==> config.mk <==
export PLATFORM = sky130hd
export DESIGN_NAME = gelato_l1_fill_responder
export DESIGN_NICKNAME = d
export VERILOG_FILES = /design/src/rtl/gelato_types.sv /design/src/rtl/gelato_l1_fill_responder.sv
export SDC_FILE = /design/constraint.sdc
export NUM_CORES = 1
export LEC_CHECK = 0
export ABC_AREA = 1
export CAP_MARGIN = 10
export CORE_MARGIN = 2
export CORE_UTILIZATION = 47
export CTS_CLUSTER_DIAMETER = 100
export CTS_CLUSTER_SIZE = 10
export DETAILED_ROUTE_END_ITERATION = 8
export GPL_TIMING_DRIVEN = 0
export HOLD_SLACK_MARGIN = 0.15
export PLACE_DENSITY = 0.92
export SLEW_MARGIN = 25
export SYNTH_ARGS = -nofsm -noshare
export SYNTH_HDL_FRONTEND = slang
export SYNTH_SLANG_ARGS = --single-unit
==> constraint.sdc <==
create_clock -name clk -period 2.7 [get_ports clk]
set_input_delay 0.675 -clock clk [delete_from_list [all_inputs] [get_ports clk]]
set_output_delay 0.675 -clock clk [all_outputs]
set_load 0.02 [all_outputs]
==> src/rtl/gelato_types.sv <==
// Shared Gelato address/data/L1 line types and the fill-responder FSM state encoding.
// L1 geometry: byte offset within the line, then set index, then tag.
package gelato_types;

   localparam int ADDR_W             = 32;
   localparam int DATA_W             = 32;
   localparam int L1_LINE_WORDS      = 4;
   localparam int L1_CACHE_LINE_SIZE = DATA_W * L1_LINE_WORDS;
   localparam int L1_OFFSET_BITS     = $clog2(4 * L1_LINE_WORDS);
   localparam int L1_INDEX_BITS      = 6;
   localparam int L1_TAG_LSB         = L1_OFFSET_BITS + L1_INDEX_BITS;
   localparam int L1_TAG_W           = ADDR_W - L1_TAG_LSB;

   typedef logic [ADDR_W-1:0]             addr_t;
   typedef logic [DATA_W-1:0]             data_t;
   typedef logic [L1_TAG_W-1:0]           l1_cache_tag_t;
   typedef logic [L1_CACHE_LINE_SIZE-1:0] l1_cache_line_t;

   typedef enum logic [1:0] {
      IDLE  = 2'd0,
      ISSUE = 2'd1,
      WAIT  = 2'd2,
      RESP  = 2'd3
   } fill_state_e;

endpackage

==> src/rtl/gelato_l1_fill_responder.sv <==
// L1 miss fill responder: reads one cache line word-by-word from memory and returns it
// to the L1 as a single response, one fill outstanding at a time.
module gelato_l1_fill_responder
   import gelato_types::*;
#(
   parameter int  LINE_WORDS         = 4,
   parameter int  ID_WIDTH           = 2,
   localparam int L1_CACHE_LINE_SIZE = 32 * LINE_WORDS,
   localparam int OFFSET_BITS        = $clog2(4 * LINE_WORDS),
   localparam int TAG_LSB            = OFFSET_BITS + L1_INDEX_BITS,
   localparam int TAG_W              = ADDR_W - TAG_LSB
) (
   input  logic                          clk,
   input  logic                          rst_n,
   input  logic                          fill_req_valid,
   output logic                          fill_req_ready,
   input  addr_t                         fill_req_addr,
   input  logic [ID_WIDTH-1:0]           fill_req_id,
   output logic                          fill_rsp_valid,
   input  logic                          fill_rsp_ready,
   output logic [TAG_W-1:0]              fill_rsp_tag,
   output logic [L1_CACHE_LINE_SIZE-1:0] fill_rsp_data,
   output logic [ID_WIDTH-1:0]           fill_rsp_id,
   output logic                          mem_req_valid,
   input  logic                          mem_req_ready,
   output addr_t                         mem_req_addr,
   input  logic                          mem_rsp_valid,
   input  data_t                         mem_rsp_data
);

   localparam int CNT_W = (LINE_WORDS > 1) ? $clog2(LINE_WORDS) : 1;
   localparam logic [CNT_W-1:0] LAST_WORD = CNT_W'(LINE_WORDS - 1);
   localparam addr_t OFFSET_MASK = addr_t'(4 * LINE_WORDS - 1);

   fill_state_e                   state;
   addr_t                         base;
   logic [ID_WIDTH-1:0]           id_q;
   logic [CNT_W-1:0]              cnt;
   logic [L1_CACHE_LINE_SIZE-1:0] line;

   // Word address is always derived from the latched line base, so it cannot cross the line.
   assign mem_req_addr  = base + addr_t'({cnt, 2'b00});
   assign fill_rsp_tag  = base[ADDR_W-1:TAG_LSB];
   assign fill_rsp_data = line;
   assign fill_rsp_id   = id_q;

   // NOTE: all state here uses non-blocking assignments so every register samples pre-edge values.
   always_ff @(posedge clk or negedge rst_n) begin
      if (!rst_n) begin
         state          <= IDLE;
         base           <= '0;
         id_q           <= '0;
         cnt            <= '0;
         // NOTE: the line buffer is small and drives an output, so it is reset like any other flop.
         line           <= '0;
         fill_req_ready <= 1'b0;
         mem_req_valid  <= 1'b0;
         fill_rsp_valid <= 1'b0;
      end else begin
         case (state)
            IDLE: begin
               if (fill_req_valid && fill_req_ready) begin
                  base           <= fill_req_addr & ~OFFSET_MASK;
                  id_q           <= fill_req_id;
                  cnt            <= '0;
                  line           <= '0;
                  fill_req_ready <= 1'b0;
                  mem_req_valid  <= 1'b1;
                  state          <= ISSUE;
               end else begin
                  fill_req_ready <= 1'b1;
               end
            end
            ISSUE: begin
               if (mem_req_ready) begin
                  mem_req_valid <= 1'b0;
                  state         <= WAIT;
               end
            end
            WAIT: begin
               if (mem_rsp_valid) begin
                  line[32*cnt +: 32] <= mem_rsp_data;
                  if (cnt == LAST_WORD) begin
                     fill_rsp_valid <= 1'b1;
                     state          <= RESP;
                  end else begin
                     cnt           <= cnt + 1'b1;
                     mem_req_valid <= 1'b1;
                     state         <= ISSUE;
                  end
               end
            end
            RESP: begin
               if (fill_rsp_ready) begin
                  fill_rsp_valid <= 1'b0;
                  fill_req_ready <= 1'b1;
                  state          <= IDLE;
               end
            end
            default: state <= IDLE;
         endcase
      end
   end

endmodule
==> flow_summary.toml, run 1 <==
[global_route]
grt_pass1_wl_mm = 39.2
gr-total-overflow = 0
antenna_found_initial = 0
first_global_vias = 7486
grt_max_degree = 89
track_usage = 0.277

[cells_and_area]
fillCellCount = 1348
layout_commonest_cell = "nand2_1"
layout_common_cells = "518 x nand2_1, 251 x clkdlybuf4s50_1, 165 x dfrtp_1"
syn_to_final_growth_pct = 42.6
drive_gt1_frac = 0.104
diodes = 0
nNetsFinal = 1384

[logic_synthesis]
yosysWarnings = 0
syn_avg_cell_area_sq_um = 7.79
syn_inst = 1034
synth_mux_area_frac = 0
synth_ff_type = "dfrtp_1"
synth_seq_cells = 165
yosysTopAreaCell = "dfrtp_1"
synth_area_sq_um = 8060
synth-simple-area-share = 0.377
synth_top_family_by_area = "simple AND/OR/NAND/NOR gates"
yosysUniqueCellTypes = 26
synth_fa_ha_area_frac = 0.00777
synth_top_cells_by_area = "dfrtp_1 51%, nand2_1 24%, nand3_1 4.2%"
synth_xor_area_frac = 0
synth-seq-area-share = 0.513
async_reset_ff_frac = 1.00
synth_edf_count = 0
synth_top_area_share = 0.513
synth-compound-area-share = 0.0183

[clocking]
path_clk_slew_ns = 0.07
clock_latency_ns = 0.43
cts.sinks = 165
cts_tree = "yes"
cts_buffers = 17
clockBufferDepth = 2
cts-root-buf = "clkbuf_16"
cts_max_level = 4

[critical_path]
crit_arrival_ns = 2.86
cpMostUsedCell = "nand2_1"
setup.worst_path.end_class = "flip-flop"
r2r.worst_path.cells = 12
cp_slowest_stage_delay_ns = 0.42
crit_cells = 12
cp.buffers_inverters = 6
path_delay_family = "buffers and inverters"
start_kind = "flip-flop"
crit_chain = "buf_2 > clkinvlp_4 > buf_2 > ha_1 > clkbuf_4 > nand2_1 > inv_2 > buf_2 > nand2_1 > nor2_1 > nand2_1 > nand2_1"
cp_max_fo = 12
crit_path_top_delay_cell = "dfrtp_1"
path_class = "reg -> reg"
worst_ep_required_time_ns = 3.07

[drt]
wire_per_inst_microns = 16.3
drt_iter0_markers = 529
ant_nets = 0
vias_per_cell = 5.09
drt-pass1-iter-count = 5
drt-total-wl_mm = 25.1
dr_total_vias = 7835
drcViolationCount = 0

[floorplanning]
initial_utilization = 0.484
dieArea_sq_um = 18200
core_area_sq_um = 16600
die_h_microns = 135
die_w_microns = 135
ios = 259
placementRows = 47

[timing]
fin_setup_tns_ns = 0
tightest_slew_ns = 0.616
setup_viol = 0
hold_viol_final = 0
max_slew_margin = 0.590
fmax_mhz = 402
rsz0062_at_grt = "no"
fin_worst_skew_ns = 0.0113
post-route-period-util = 0.922
slew_violations = 0
fin_crit_ns = 2.49

[placement]
place_hpwl_mm = 18.3
routabilityCongestion = 0.878
portBuffers = 252

[pwr]
p_total_w = 0.0105
ir_worst_vdd_mv = 0.536
p_leak_nw = 5.54
power_density_nw_per_um2 = 916

[run]
max-cap-violations = 0

[min_path]
hold_path_class = "in -> async"

[run_status]
status = "completed"
==> Yosys cell counts (2+ instances only) <==
| master | n |
|---|---|
| inv_2 | 2 |
| nor2_1 | 70 |
| dfrtp_1 | 165 |
| nand2_8 | 2 |
| nand2_1 | 518 |
| nand2_2 | 11 |
| nand2_4 | 2 |
| nand3_1 | 68 |
| buf_4 | 44 |
| buf_2 | 13 |
| clkbuf_1 | 24 |
| buf_6 | 11 |
| o21ai_0 | 7 |
| nor3_1 | 64 |
| o21ai_4 | 3 |
| a21oi_4 | 3 |
| ha_1 | 5 |
| inv_1 | 14 |
==> cells by family after synthesis <==
family / count (synthesis)
other: 1
DFF: 165
and+or+nand+nor: 738
AOI/OAI and AO/OA: 15
buffers and inverters: 110
adders and majority gates: 5
==> stage by stage <==
step | utilization | area (sq um) | cells | hold slack, ns | setup slack (ns)
detailed placement | 0.654 | 10900 | 1508 | 0.458 | -0.197
global route | 0.690 | 11500 | 1540 | 0.254 | 0.0280
global placement | 0.652 | 10900 | 1507 | 0.454 | -5.66
finish | 0.690 | 11500 | 1540 | 0.201 | 0.212
CTS | 0.689 | 11500 | 1540 | 0.230 | 0.0217
floorplan | - | 8060 | 1035 | 0.379 | 0.411
==> cell type report <==
cell class | count | area [sq um] | area share
clock inverters | 12 | 121 | 0.0106
well taps | 220 | 275 | 0.0240
clock buffers | 20 | 457 | 0.0397
plain buffers | 92 | 622 | 0.0541
flip-flops and latches | 165 | 4130 | 0.359
inverters | 18 | 73.8 | 0.00642
multi-input cells | 760 | 3260 | 0.283
repair buffers | 253 | 2550 | 0.222
==> path summary, 6_finish.rpt <==
kind                                   startpoint                  to  slack [ns]
worst min-delay path                        rst_n  fill_rsp_data[120]        0.20
worst min register to register  fill_rsp_data[11]   fill_rsp_data[11]        0.47
worst max register to register             cnt[0]   fill_rsp_data[86]        0.21
worst max-delay path                       cnt[0]   fill_rsp_data[86]        0.21
min in group clk                fill_rsp_data[11]   fill_rsp_data[11]        0.47
max in group asynchronous                   rst_n      fill_rsp_id[1]        1.64
==> worst register-to-register path, cell delays in order (launching register included) <==
cell and delay (ns):
dfrtp_1 0.42, buf_2 0.23, clkinvlp_4 0.21, buf_2 0.25
ha_1 0.30, clkbuf_4 0.20, nand2_1 0.08, inv_2 0.13
buf_2 0.24, nand2_1 0.08, nor2_1 0.14, nand2_1 0.08
nand2_1 0.07
==> what timing repair did <==
action                                  CTS  global route
endpoints found under the setup margin   46            62
pin swaps                                 0             0
buffers inserted                          0             0
gates resized for setup                   5            11
hold buffers                              0             0
==> sequential cells by signal, indices dropped and copies added (netlist names) <==
| name | count |
|---|---|
| fill_req_ready | 1 |
| base | 28 |
| cnt | 2 |
| fill_rsp_data | 128 |
| fill_rsp_valid | 1 |
| state | 2 |
| mem_req_valid | 1 |
| fill_rsp_id | 2 |
==> power breakdown <==
group | switching, W | internal (W)
Combinational | 0.00295 | 0.00201
Clock | 0.00104 | 0.00133
Sequential | 0.000317 | 0.00288
Total | 0.00430 | 0.00622
==> metal layers <==
| metal | track usage | share of wire | vias up |
|---|---|---|---|
| met5 | 0 | 0 | - |
| met4 | 0.111 | 0.034 | 0 |
| met3 | 0.0721 | 0.093 | 74 |
| met2 | 0.466 | 0.48 | 397 |
| met1 | 0.340 | 0.39 | 3636 |
| li1 | - | - | 3728 |
No activity file was read; power rests on OpenSTA's default activity.
==> inputs of run 2 (changes only) <==
CTS_CLUSTER_SIZE = 20   (was 10)
GPL_TIMING_DRIVEN = default   (was 0)
SETUP_SLACK_MARGIN = 0.3   (was default)
==> run 2 against run 1 <==
Compared with the run above: wire length grew 2.2%; clock-buffer cell count grew 1; core utilization is 2.5 points lower; combinational power is 7.9% lower; largest power group unchanged; sequential power about the same; first-iteration DRC count rose by 14%; non-clock buffer count decreased by 67.
==> flow_summary.toml, run 2 (synthesis results as in run 1) <==
[timing]
tightest_slew_ns = 1.15
fin_worst_hold_slack_ns = 0.255
fin_worst_skew_ns = 0.00561
fmax_mhz = 414
fin_crit_ns = 2.41
slew_violations = 0
setup_viol = 0
rsz0062_at_grt = "yes"
max_slew_margin = 0.237
hold_viol_final = 0
post-route-period-util = 0.894
fin_setup_tns_ns = 0

[run]
max-cap-violations = 0

[drt]
ant_nets = 0
drt-pass1-iter-count = 5
dr_total_vias = 7720
drt_iter0_markers = 604
wire_per_inst_microns = 17.4
top_layer_used = "met4"
vias_per_cell = 5.23
route.met3.wl_mm = 2.29
wl_met2_mm = 12.4
drt-total-wl_mm = 25.6
drcViolationCount = 0
met1_length_mm = 10.2

[floorplanning]
initial_utilization = 0.484
die_h_microns = 135
dieArea_sq_um = 18200
placementRows = 47
core_area_sq_um = 16600
ios = 259
die_w_microns = 135

[clocking]
cts-root-buf = "clkbuf_16"
hold_buffers = 0
clock_latency_ns = 0.41
clockBufferDepth = 2
cts_max_level = 4
cts.sinks = 165
cts_tree = "yes"
postCtsSetupRepairBufs = 0
cts_buffers = 17
path_clk_slew_ns = 0.07

[cells_and_area]
diodes = 0
layout_commonest_cell = "nand2_1"
nNetsFinal = 1319
final_util = 0.665
syn_to_final_growth_pct = 37.4
largest_reg_flops = 128
layout_common_cells = "518 x nand2_1, 250 x clkdlybuf4s50_1, 165 x dfrtp_1"
drive_gt1_frac = 0.0677

[placement]
portBuffers = 252
routabilityCongestion = 0.848
place_hpwl_mm = 17.4

[critical_path]
crit_path_top_delay_cell = "o21ai_2"
cp.buffers_inverters = 0
crit_chain = "nand2_8 > o21ai_2 > nand2_1 > nand2_1"
worst_ep_required_time_ns = 3.06
setup.worst_path.end_class = "flip-flop"
start_kind = "flip-flop"
cp_max_fo = 74
path_delay_family = "compound AO/OA/AOI/OAI gates"
crit_arrival_ns = 2.77
cp_slowest_stage_delay_ns = 1.02
path_class = "reg -> reg"
cpMostUsedCell = "nand2_1"

[pwr]
p_leak_nw = 5.33
ir_worst_vdd_mv = 0.501
power_density_nw_per_um2 = 919

[global_route]
grt_pass1_wl_mm = 38.9
track_usage = 0.274
gr-total-overflow = 0
antenna_found_initial = 0
first_global_vias = 7532
grt_max_degree = 73

[min_path]
hold_path_class = "in -> async"

[run_status]
status = "completed"
run 2: changes by cell type in the layout (fill, tap and decap cells not counted), moves of 2 or more:
cell and delta:
clkbuf_1 -16, clkinv_2 +2, clkinv_4 -3, buf_6 -10, clkbuf_2 -3, buf_4 -21, buf_12 +2, buf_2 -14
o21ai_2 +2
run 2: metal layers:
layer / GRT usage / vias up
met3: 0.0676 / 61
met1: 0.340 / 3645
li1: - / 3612
met5: 0 / -
met4: 0.117 / 0
met2: 0.455 / 402
run 2: final cells by class:
cell class | count | area [sq um]
clock buffers | 21 | 450
repair buffers | 278 | 2750
flip-flops and latches | 165 | 4130
clock inverters | 11 | 126
well taps | 220 | 275
fillers | 1336 | 5570
multi-input cells | 762 | 3270
inverters | 18 | 70.1
run 2: through the flow:
step	total power, W	cells	instance area [sq um]	setup slack [ns]
after floorplan	0.00619	1035	8060	0.411
after global placement	0.00758	1441	10500	0.428
after detailed placement	0.00772	1441	10500	0.398
after CTS	0.0101	1473	11000	0.333
after global routing	0.0107	1475	11100	0.225
final	0.0102	1475	11100	0.285
run 2: final timing paths:
path	startpoint	end	slack, ns	cells after the start
max reg2reg	state[1]	fill_rsp_data[84]	0.29	4
max	state[1]	fill_rsp_data[84]	0.29	4
max in group asynchronous	rst_n	base[23]	1.72	2
min	rst_n	fill_rsp_data[92]	0.26	1
min in group clk	fill_rsp_data[73]	fill_rsp_data[73]	0.47	2
min reg2reg	fill_rsp_data[73]	fill_rsp_data[73]	0.47	2
run 2: power breakdown:
part / switching [W] / internal (W)
registers: 0.000330 / 0.00287
logic: 0.00294 / 0.00164
clock network: 0.00101 / 0.00139
total: 0.00427 / 0.00590
run 2: repair_timing:
item                                   in CTS  in global routing
resized for setup                           0                  2
endpoints found under the hold margin       0                  0
setup endpoints to repair                   0                 51
==> inputs of run 3 (changes only) <==
ABC_CLOCK_PERIOD_IN_PS = 2700   (was default)
==> results of run 3 <==
Same layout as run 2: the final DEF is identical, and so are final timing and power.
